==> src/rtl/br_resolve_queue_pkg.sv <==
// Shared types and constants for the branch-resolve / BHT training queue.
// The record is what the BHT needs to retrain one entry after a mispredict.
package br_resolve_queue_pkg;

    localparam logic [31:0] PC_FALLTHRU = 32'd8;
    localparam int          RECORD_W    = 65;

    typedef struct packed {
        logic [31:0] pc;
        logic [31:0] target;
        logic        taken;
    } br_rec_t;

    // Not-taken branches fall through past the delay slot.
    function automatic logic [31:0] nextFetchPc(input logic        taken,
                                                input logic [31:0] pc,
                                                input logic [31:0] target);
        return taken ? target : pc + PC_FALLTHRU;
    endfunction

endpackage

==> src/rtl/br_resolve_queue_sync_fifo.sv <==
// Synchronous FIFO with combinational head, occupancy count and async active-low reset.
// A pop on the same cycle as a push frees the slot, so a full FIFO still accepts the push.
module sync_fifo #(
    parameter int WIDTH = 8,
    parameter int DEPTH = 4
) (
    input  logic                       clk,
    input  logic                       resetn,
    input  logic                       push_i,
    input  logic                       pop_i,
    input  logic [WIDTH-1:0]           wdata_i,
    output logic [WIDTH-1:0]           rdata_o,
    output logic                       full_o,
    output logic                       empty_o,
    output logic [$clog2(DEPTH):0]     count_o
);

    localparam int AW = $clog2(DEPTH);

    logic [WIDTH-1:0] mem_q [DEPTH];
    logic [AW-1:0]    wrPtr_q, wrPtr_d;
    logic [AW-1:0]    rdPtr_q, rdPtr_d;
    logic [AW:0]      count_q, count_d;
    logic             pushOk, popOk;

    assign empty_o = (count_q == '0);
    assign full_o  = (count_q == (AW+1)'(DEPTH));
    assign count_o = count_q;
    assign rdata_o = mem_q[rdPtr_q];

    assign popOk  = pop_i & ~empty_o;
    assign pushOk = push_i & (~full_o | popOk);

    always_comb begin
        wrPtr_d = wrPtr_q;
        rdPtr_d = rdPtr_q;
        count_d = count_q;
        if (pushOk) begin
            wrPtr_d = wrPtr_q + AW'(1);
        end
        if (popOk) begin
            rdPtr_d = rdPtr_q + AW'(1);
        end
        if (pushOk && !popOk) begin
            count_d = count_q + (AW+1)'(1);
        end else if (!pushOk && popOk) begin
            count_d = count_q - (AW+1)'(1);
        end
    end

    // Entry storage is deliberately left out of reset; only the pointers define validity.
    always_ff @(posedge clk) begin
        if (pushOk) begin
            mem_q[wrPtr_q] <= wdata_i;
        end
    end

    always_ff @(posedge clk or negedge resetn) begin
        if (!resetn) begin
            wrPtr_q <= '0;
            rdPtr_q <= '0;
            count_q <= '0;
        end else begin
            wrPtr_q <= wrPtr_d;
            rdPtr_q <= rdPtr_d;
            count_q <= count_d;
        end
    end

endmodule

==> src/rtl/br_resolve_queue.sv <==
// Resolves EX-stage branches against the fetch-time prediction, raises a registered flush
// on a mispredict, and queues training records that drain one per cycle into the BHT.
module br_resolve_queue
    import br_resolve_queue_pkg::*;
#(
    parameter int QDEPTH = 4,
    parameter int CNT_W  = 32
) (
    input  logic             clk,
    input  logic             resetn,
    input  logic             ex_valid,
    input  logic             ex_stall,
    input  logic             ex_is_br,
    input  logic             ex_taken,
    input  logic [31:0]      ex_pc,
    input  logic [31:0]      ex_target,
    input  logic [31:0]      ex_pred_target,
    output logic             flush,
    output logic [31:0]      redirect_pc,
    output logic             br_update,
    output logic [31:0]      br_pc,
    output logic [31:0]      br_target,
    output logic             br_is,
    output logic [CNT_W-1:0] cnt_br,
    output logic [CNT_W-1:0] cnt_mis,
    output logic [CNT_W-1:0] cnt_drop,
    output logic             q_full
);

    localparam int QAW = $clog2(QDEPTH);

    logic              fire, mis, pop, drop;
    logic [31:0]       actualNext;
    br_rec_t           rec, head;
    logic [RECORD_W-1:0] headBits;
    logic              fifoFull, fifoEmpty;
    logic [QAW:0]      fifoCount;

    logic              flush_q, flush_d;
    logic [31:0]       redirect_q, redirect_d;
    logic              upd_q, upd_d;
    logic [31:0]       brPc_q, brPc_d;
    logic [31:0]       brTarget_q, brTarget_d;
    logic              brIs_q, brIs_d;
    logic [CNT_W-1:0]  cntBr_q, cntBr_d;
    logic [CNT_W-1:0]  cntMis_q, cntMis_d;
    logic [CNT_W-1:0]  cntDrop_q, cntDrop_d;

    // A stalled EX result is not consumed, so it neither trains nor counts until it fires.
    assign fire       = ex_valid & ~ex_stall & ex_is_br;
    assign actualNext = nextFetchPc(ex_taken, ex_pc, ex_target);
    assign mis        = fire & (actualNext != ex_pred_target);

    always_comb begin
        rec        = '0;
        rec.pc     = ex_pc;
        rec.target = actualNext;
        rec.taken  = ex_taken;
    end

    // The BHT never backpressures, so the head drains whenever anything is queued.
    assign pop  = ~fifoEmpty;
    assign drop = mis & fifoFull & ~pop;

    sync_fifo #(
        .WIDTH (RECORD_W),
        .DEPTH (QDEPTH)
    ) uUpdateQueue (
        .clk     (clk),
        .resetn  (resetn),
        .push_i  (mis),
        .pop_i   (pop),
        .wdata_i (rec),
        .rdata_o (headBits),
        .full_o  (fifoFull),
        .empty_o (fifoEmpty),
        .count_o (fifoCount)
    );

    assign head   = br_rec_t'(headBits);
    assign q_full = fifoCount[QAW];

    always_comb begin
        flush_d    = mis;
        redirect_d = mis ? actualNext : redirect_q;
        upd_d      = pop;
        brPc_d     = pop ? head.pc     : brPc_q;
        brTarget_d = pop ? head.target : brTarget_q;
        brIs_d     = pop ? head.taken  : brIs_q;
        cntBr_d    = fire ? cntBr_q   + CNT_W'(1) : cntBr_q;
        cntMis_d   = mis  ? cntMis_q  + CNT_W'(1) : cntMis_q;
        cntDrop_d  = drop ? cntDrop_q + CNT_W'(1) : cntDrop_q;
    end

    always_ff @(posedge clk or negedge resetn) begin
        if (!resetn) begin
            flush_q    <= 1'b0;
            redirect_q <= '0;
            upd_q      <= 1'b0;
            brPc_q     <= '0;
            brTarget_q <= '0;
            brIs_q     <= 1'b0;
            cntBr_q    <= '0;
            cntMis_q   <= '0;
            cntDrop_q  <= '0;
        end else begin
            flush_q    <= flush_d;
            redirect_q <= redirect_d;
            upd_q      <= upd_d;
            brPc_q     <= brPc_d;
            brTarget_q <= brTarget_d;
            brIs_q     <= brIs_d;
            cntBr_q    <= cntBr_d;
            cntMis_q   <= cntMis_d;
            cntDrop_q  <= cntDrop_d;
        end
    end

    assign flush       = flush_q;
    assign redirect_pc = redirect_q;
    assign br_update   = upd_q;
    assign br_pc       = brPc_q;
    assign br_target   = brTarget_q;
    assign br_is       = brIs_q;
    assign cnt_br      = cntBr_q;
    assign cnt_mis     = cntMis_q;
    assign cnt_drop    = cntDrop_q;

endmodule
==> config.mk <==
export PLATFORM = sky130hd
export DESIGN_NAME = br_resolve_queue
export DESIGN_NICKNAME = d
export VERILOG_FILES = /design/src/rtl/br_resolve_queue_pkg.sv /design/src/rtl/br_resolve_queue_sync_fifo.sv /design/src/rtl/br_resolve_queue.sv
export SDC_FILE = /design/constraint.sdc
export NUM_CORES = 1
export LEC_CHECK = 0
export CORE_UTILIZATION = 58
export CTS_CLUSTER_DIAMETER = 150
export DETAILED_ROUTE_END_ITERATION = 8
export PLACE_DENSITY = 0.85
export SLEW_MARGIN = 20
export SYNTH_ARGS = -nofsm -noshare
export SYNTH_HDL_FRONTEND = slang
export SYNTH_SLANG_ARGS = --single-unit
==> constraint.sdc <==
create_clock -name clk -period 5.8 [get_ports clk]
set_input_delay 1.16 -clock clk [delete_from_list [all_inputs] [get_ports clk]]
set_output_delay 1.16 -clock clk [all_outputs]
set_load 0.02 [all_outputs]
# --- After elaboration in Yosys (flattened, before gate mapping) ---
# Memories as Yosys holds them, arrays and structs flattened. A register that Yosys moved wholly into a read port is not among the register bits.
# Index checks and enable logic that the tools add are counted.
classes:
  reduce_logical: 7
  bitwise: 10
  n_mux: 5
  n_addsub: 8
  eq_ne: 2
op_table:
  columns: ["cell", "count"]
  rows:
  - ["adder 32 x 1 -> 32 bit (second input constant)", 3]
  - ["adder 32 x 4 -> 32 bit (second input constant)", 1]
  - ["two-way mux 32 bit", 1]
  - ["inequality test 32 bit", 1]
  - ["bitwise AND 1 bit", 6]
  - ["two-way mux 3 bit", 2]
  - ["adder 2 x 1 -> 2 bit (second input constant)", 2]
  - ["adder 3 x 1 -> 3 bit (second input constant)", 1]
  - ["== test 3 bit (second input constant)", 1]
  - ["logical NOT 1 bit", 3]
  - ["logical NOT 3 bit", 1]
  - ["inverter 1 bit", 3]
  - ["subtractor 3 x 1 -> 3 bit (second input constant)", 1]
  - ["logical AND 1 bit", 2]
  - ["two-way mux 1 bit", 2]
  - ["nonzero test 2 bit", 1]
  - ["OR 1 bit", 1]
totals:
  register_bits: 137
  memories: 1
  ramBits: 260
memory_table:
  columns: ["name", "depth", "word_bits", "rd", "rd_ports_with_merged_regs", "wr", "line_no", "rtl"]
  rows:
  - ["uUpdateQueue.mem_q", 4, 65, 1, 1, 1, "br_resolve_queue_sync_fifo.sv:20", "logic [WIDTH-1:0] mem_q [DEPTH];"]

# --- Longest topological paths before layout ---
logic_depth:
  word_depth: 9
  depth_mapped: 15

# --- Modules after synthesis ---
# A second synthesis with hierarchy kept.
hier_totals:
  hier_cells: 1308
  hier_area_um2: 20081.8
by_module_without_submodules:
  columns: ["mod", "area_per_inst_um2", "cells_per_inst", "instances"]
  rows:
  - ["br_resolve_queue", 10244.8, 933, 1]
  - ["sync_fifo", 9836.9, 375, 1]

# --- Least setup slack after synthesis ---
# Ideal clock, no wire load.
synth_path:
  path_kind: "input to register"
  from: "input port ex_pc[13]"
  to: "memory uUpdateQueue.mem_q[0][0] in the netlist's numbering, enable pin"
  t_arrival_ns: 4.931
  setup_time_ns: 0.430
  stages: 11
  slack_ns: 0.439
  required_time_ns: 5.370
  n_path_buf: 2
  cell_sequence: "buf_2 nand4_1 nor4_2 mux2_2 o21a_1 o21ai_0 nand4b_1 nor4_4 nor2_2 buf_2 and2_1"
synth_between:
  elab_chain_len: 7
synth_lines:
  columns: ["item", "line_no", "rtl"]
  rows:
  - ["start: declaration", "br_resolve_queue.sv:15", "input logic [31:0] ex_pc,"]
  - ["adder 32 x 4 -> 32 bit", "br_resolve_queue_pkg.sv:18", "return taken ? target : pc + PC_FALLTHRU;"]
  - ["two-way mux 32 bit", "br_resolve_queue_pkg.sv:18", null]
  - ["inequality test 32 bit", "br_resolve_queue.sv:52", "assign mis = fire & (actualNext != ex_pred_target);"]
  - ["bitwise AND 1 bit", "br_resolve_queue.sv:52", null]
  - ["via flush_d", "br_resolve_queue.sv:39", "logic flush_q, flush_d;"]
  - ["bitwise AND 1 bit", "br_resolve_queue_sync_fifo.sv:32", "assign pushOk = push_i & (~full_o | popOk);"]
  - ["two-way mux 1 bit", "br_resolve_queue_sync_fifo.sv:53", "if (pushOk) begin"]
  - ["two-way mux 1 bit (not written as such)", "br_resolve_queue_sync_fifo.sv:54", "mem_q[wrPtr_q] <= wdata_i;"]
  - ["end: declaration", "br_resolve_queue_sync_fifo.sv:20", null]
# The timed path passes the listed nets, and every way through them passes these cells.

# --- Final worst setup path ---
layout_path:
  from: "input port ex_pc[15]"
  to: "register uUpdateQueue.count_q[2] (netlist: uUpdateQueue.count_o[2])"
layout_between:
  elab_chain_len: 8
layout_lines:
  columns: ["item", "line_no", "rtl"]
  rows:
  - ["adder 32 x 4 -> 32 bit *", "br_resolve_queue_pkg.sv:18", null]
  - ["two-way mux 32 bit *", "br_resolve_queue_pkg.sv:18", null]
  - ["inequality test 32 bit *", "br_resolve_queue.sv:52", null]
  - ["bitwise AND 1 bit *", "br_resolve_queue.sv:52", null]
  - ["bitwise AND 1 bit *", "br_resolve_queue_sync_fifo.sv:32", null]
  - ["via uUpdateQueue.pushOk", "br_resolve_queue_sync_fifo.sv:24", "logic pushOk, popOk;"]
  - ["logical NOT 1 bit", "br_resolve_queue_sync_fifo.sv:46", "end else if (!pushOk && popOk) begin"]
  - ["logical AND 1 bit", "br_resolve_queue_sync_fifo.sv:46", null]
  - ["nonzero test 2 bit (no line)", null, null]
  - ["end signal: assignment", "br_resolve_queue_sync_fifo.sv:66", "count_q <= count_d;"]
  - ["end: declaration", "br_resolve_queue_sync_fifo.sv:23", "logic [AW:0] count_q, count_d;"]
# Mark *: on every way through the listed nets, which the timed path passes. The rest lies on a longest branch.
# A chain may end at the register's enable or synchronous reset.

==> metrics.md <==
| Metric | Value |
|---|---|
| Post-DP HPWL | `33900 um` |
| Kind of critical path | `in2reg` |
| Post-synth EDFFs | `260` |
| Post-CTS Hold Buffers | `0` |
| Power after layout | `9.99 mW` |
| Post-layout net count | `1804` |
| Finish-stage setup viols | `0` |
| Hold path startpoint | `cnt_drop[5]` |
| Die H | `185 um` |
| Synth Instances | `1399` |
| Layout cell share with drive strength beyond 1 | `0.123` |
| CTS root buf | `clkbuf_16` |
| Clk_skew | `0.0215 ns` |
| CTS clk-pin slew, worst paths | `0.06 ns` |
| CTS sink cnt | `462` |
| Hold Path Class | `reg2reg` |
| Crit path launch | `ex_pc[15]` |
| Post-synth net total | `1509` |
| Width of the die | `185 um` |
| Crit Reg-Reg Endpoint | `br_target[23]` |
| Number of CTS-inserted buffers | `46` |
| Ys async rst share | `0.437` |
| RSZ-0062 raised after global routing | `false` |
| Worst reg-to-reg path cell count | `4` |
| # port buffers | `297` |
| Critical Path End Type | `flip-flop` |
| Clk Latency, worst-skew pair | `0.56 ns` |
| Sequential-to-total area share from yosys stat | `0.663` |
| Tot GR Track Use | `0.298` |
| Ports | `298` |
| # rows | `66` |
| Synthesized flop and latch total | `462` |
| Area delta synth->final | `25.5%` |
| Cts repair resizes | `0` |
| DRC viols | `0` |
| Critical R2R Launch | `uUpdateQueue.rdPtr_q[0]` |
| Clock period minus worst slack | `4.88 ns` |
| Synthesized area per cell | `13.9 um2` |
| Die area | `34200 um2` |
| Maximum vdd drop | `0.000356 V` |
| Iter 0 DRT Violations | `946` |
| Initial Utilization | `0.594` |
| Post-CTS setup buffers | `0` |
| CP Launch Type | `input pin` |
| LEAKAGE | `9.52 nW` |
| H-Tree Level Count | `2` |
| R2R Setup Slk | `3.27 ns` |
| Fmax | `205 MHz` |
| Core area | `32700 um2` |
| DRT Pass-1 Iters | `5` |
| CP max FO | `7` |
| CTS tree | `built` |
| Fillers | `2085` |
| Slew @ Worst Pin | `1.04 ns` |
| YS warnings | `0` |
| Final Slew Violations | `0` |
| Status | `finished, final reports clean` |
| Max clock buf depth | `3` |
| Synthesized cell area | `19400 um2` |
| Via/cell ratio | `5.92` |
| Worst hold slack | `0.373 ns` |
| Area post-placement | `22900 um2` |
| Synth Flop Type | `edfxtp_1` |
| Placer Congestion | `0.934` |
| Max Cap Viol | `0` |
| Post-layout util | `0.745` |
| Wire per inst | `23.2 um` |
| Crit path capture | `uUpdateQueue.count_o[2]` |
| Vias in the first global route | `12985` |
| Critical path arrival | `5.34 ns` |
| Routed WL | `50400 um` |
| Final instance area | `24400 um2` |
| Largest net degree at the start of global routing | `103` |
| Antenna Violating Nets Remaining | `0` |
| Req. time, crit path | `6.26 ns` |
| Initial antenna violation count | `1` |
| Yosys cell types | `65` |
| Relative slew slack | `0.308` |
| Overall via count from detail_route | `12864` |
| GR Overflow Total | `0` |
| Final worst-path cycle share | `0.841` |
| Fin. Hold Viols | `0` |
| Power Density | `410 nW/um2` |
| Setup TNS Final | `0 ns` |
| First-pass GRT wire length | `75600 um` |
Yosys cell counts (13+ instances only):
cell type  count  area (um2)
nand2_1      265         995
edfxtp_1     260        7810
dfrtp_1      202        5050
clkbuf_1      69         259
xor2_1        68         596
mux4_2        65        1460
xnor2_1       52         455
nand3_1       38         190
nor2_1        36         135
mux2_1        33         372
o21ai_0       29         145
nor4_1        25         156
and3_1        22         138
nand4_1       22         138
nor3_1        22         110
inv_1         21        78.8
buf_2         18        90.1
mux2_2        13         146
flip-flops by register name, indices dropped and copies added, names as in the netlist:
| name | cells |
|---|---|
| br_target | 32 |
| cnt_mis | 32 |
| uUpdateQueue.mem_q | 260 |
| uUpdateQueue.count_o | 3 |
| uUpdateQueue.wrPtr_q | 2 |
| br_pc | 32 |
| cnt_br | 32 |
| redirect_pc | 32 |
| cnt_drop | 32 |
| flush | 1 |
| uUpdateQueue.rdPtr_q | 2 |
| br_is | 1 |
| br_update | 1 |
worst max-delay path, stage by stage:
cell             delay (ns)
clkdlybuf4s50_1        0.63
nand4_1                0.43
or4_1                  0.72
a211oi_1               0.27
o2111ai_1              0.14
nor4_1                 0.36
nand4_1                0.19
nor4_4                 0.41
nor2_1                 0.09
ha_1                   0.26
or3_1                  0.31
a21oi_1                0.19
xor2_1                 0.17
worst min-delay path by stage:
stage	slack (ns)	depth (start not counted)	to
2_1_floorplan	0.46	1	uUpdateQueue.count_o[1]
3_3_place_gp	0.36	0	cnt_drop[4]
3_5_place_dp	0.36	0	cnt_drop[0]
4_1_cts	0.38	0	cnt_drop[3]
5_1_grt	0.39	0	cnt_drop[19]
6_report	0.37	0	cnt_drop[5]
cell usage in the layout, fill, tap and decap left out, drive strengths merged, types with 6 or more instances in the layout:
master	Yosys	routed
nand3	38	38
nand2b	6	6
and2	8	8
o21ai	29	29
clkinv	1	23
mux2	46	46
nand4	23	23
nor2	37	37
ha	8	8
and3	22	22
edfxtp	260	260
clkbuf	69	57
clkdlybuf4s50	0	295
xnor2	52	52
nor2b	8	8
and4	6	6
nor4	29	29
inv	21	23
nor3	22	22
a21oi	11	11
buf	29	50
xor2	68	68
nand2	265	265
mux4	65	65
dfrtp	202	202
through the flow:
step / cells / setup WS, ns
global placement: 2088 / 0.492
global route: 2174 / 0.784
detailed placement: 2088 / 0.438
CTS: 2173 / 0.990
floorplan: 1399 / 0.439
finish: 2174 / 0.920
final cells by class:
class | count | area [um2] | share of cell area
clock inverters | 28 | 224 | 0.00919
flip-flops and latches | 462 | 12900 | 0.528
clock buffers | 57 | 1210 | 0.0498
repair buffers | 345 | 3330 | 0.137
diodes | 1 | 2.50 | 0.000103
multi-input cells | 817 | 6080 | 0.250
well taps | 442 | 553 | 0.0227
inverters | 22 | 82.6 | 0.00339
power by group:
group | switching (mW) | leakage (nW) | total (mW) | internal, mW
registers | 0.376 | 4.91 | 4.33 | 3.95
logic | 1.48 | 3.90 | 2.82 | 1.33
clock network | 1.22 | 0.702 | 2.84 | 1.62
total | 3.08 | 9.52 | 9.99 | 6.90
kinds of logic after synthesis:
kind of cell,after synthesis,share of synthesized area
mux,114,0.104
compound gates,84,0.0289
fa+ha+maj,8,0.00516
buf+inv,120,0.0248
simple gates,491,0.121
flops,462,0.663
xor+xnor,120,0.0541
routing by layer:
metal  track usage  routed length [um]  up-vias
li1              -                   -     5655
met1         0.395               19800     6443
met2         0.491               24500      639
met3        0.0568                4170      127
met4         0.116                1970        0
met5             0                   0        -
(Power assumes the default switching activity.)
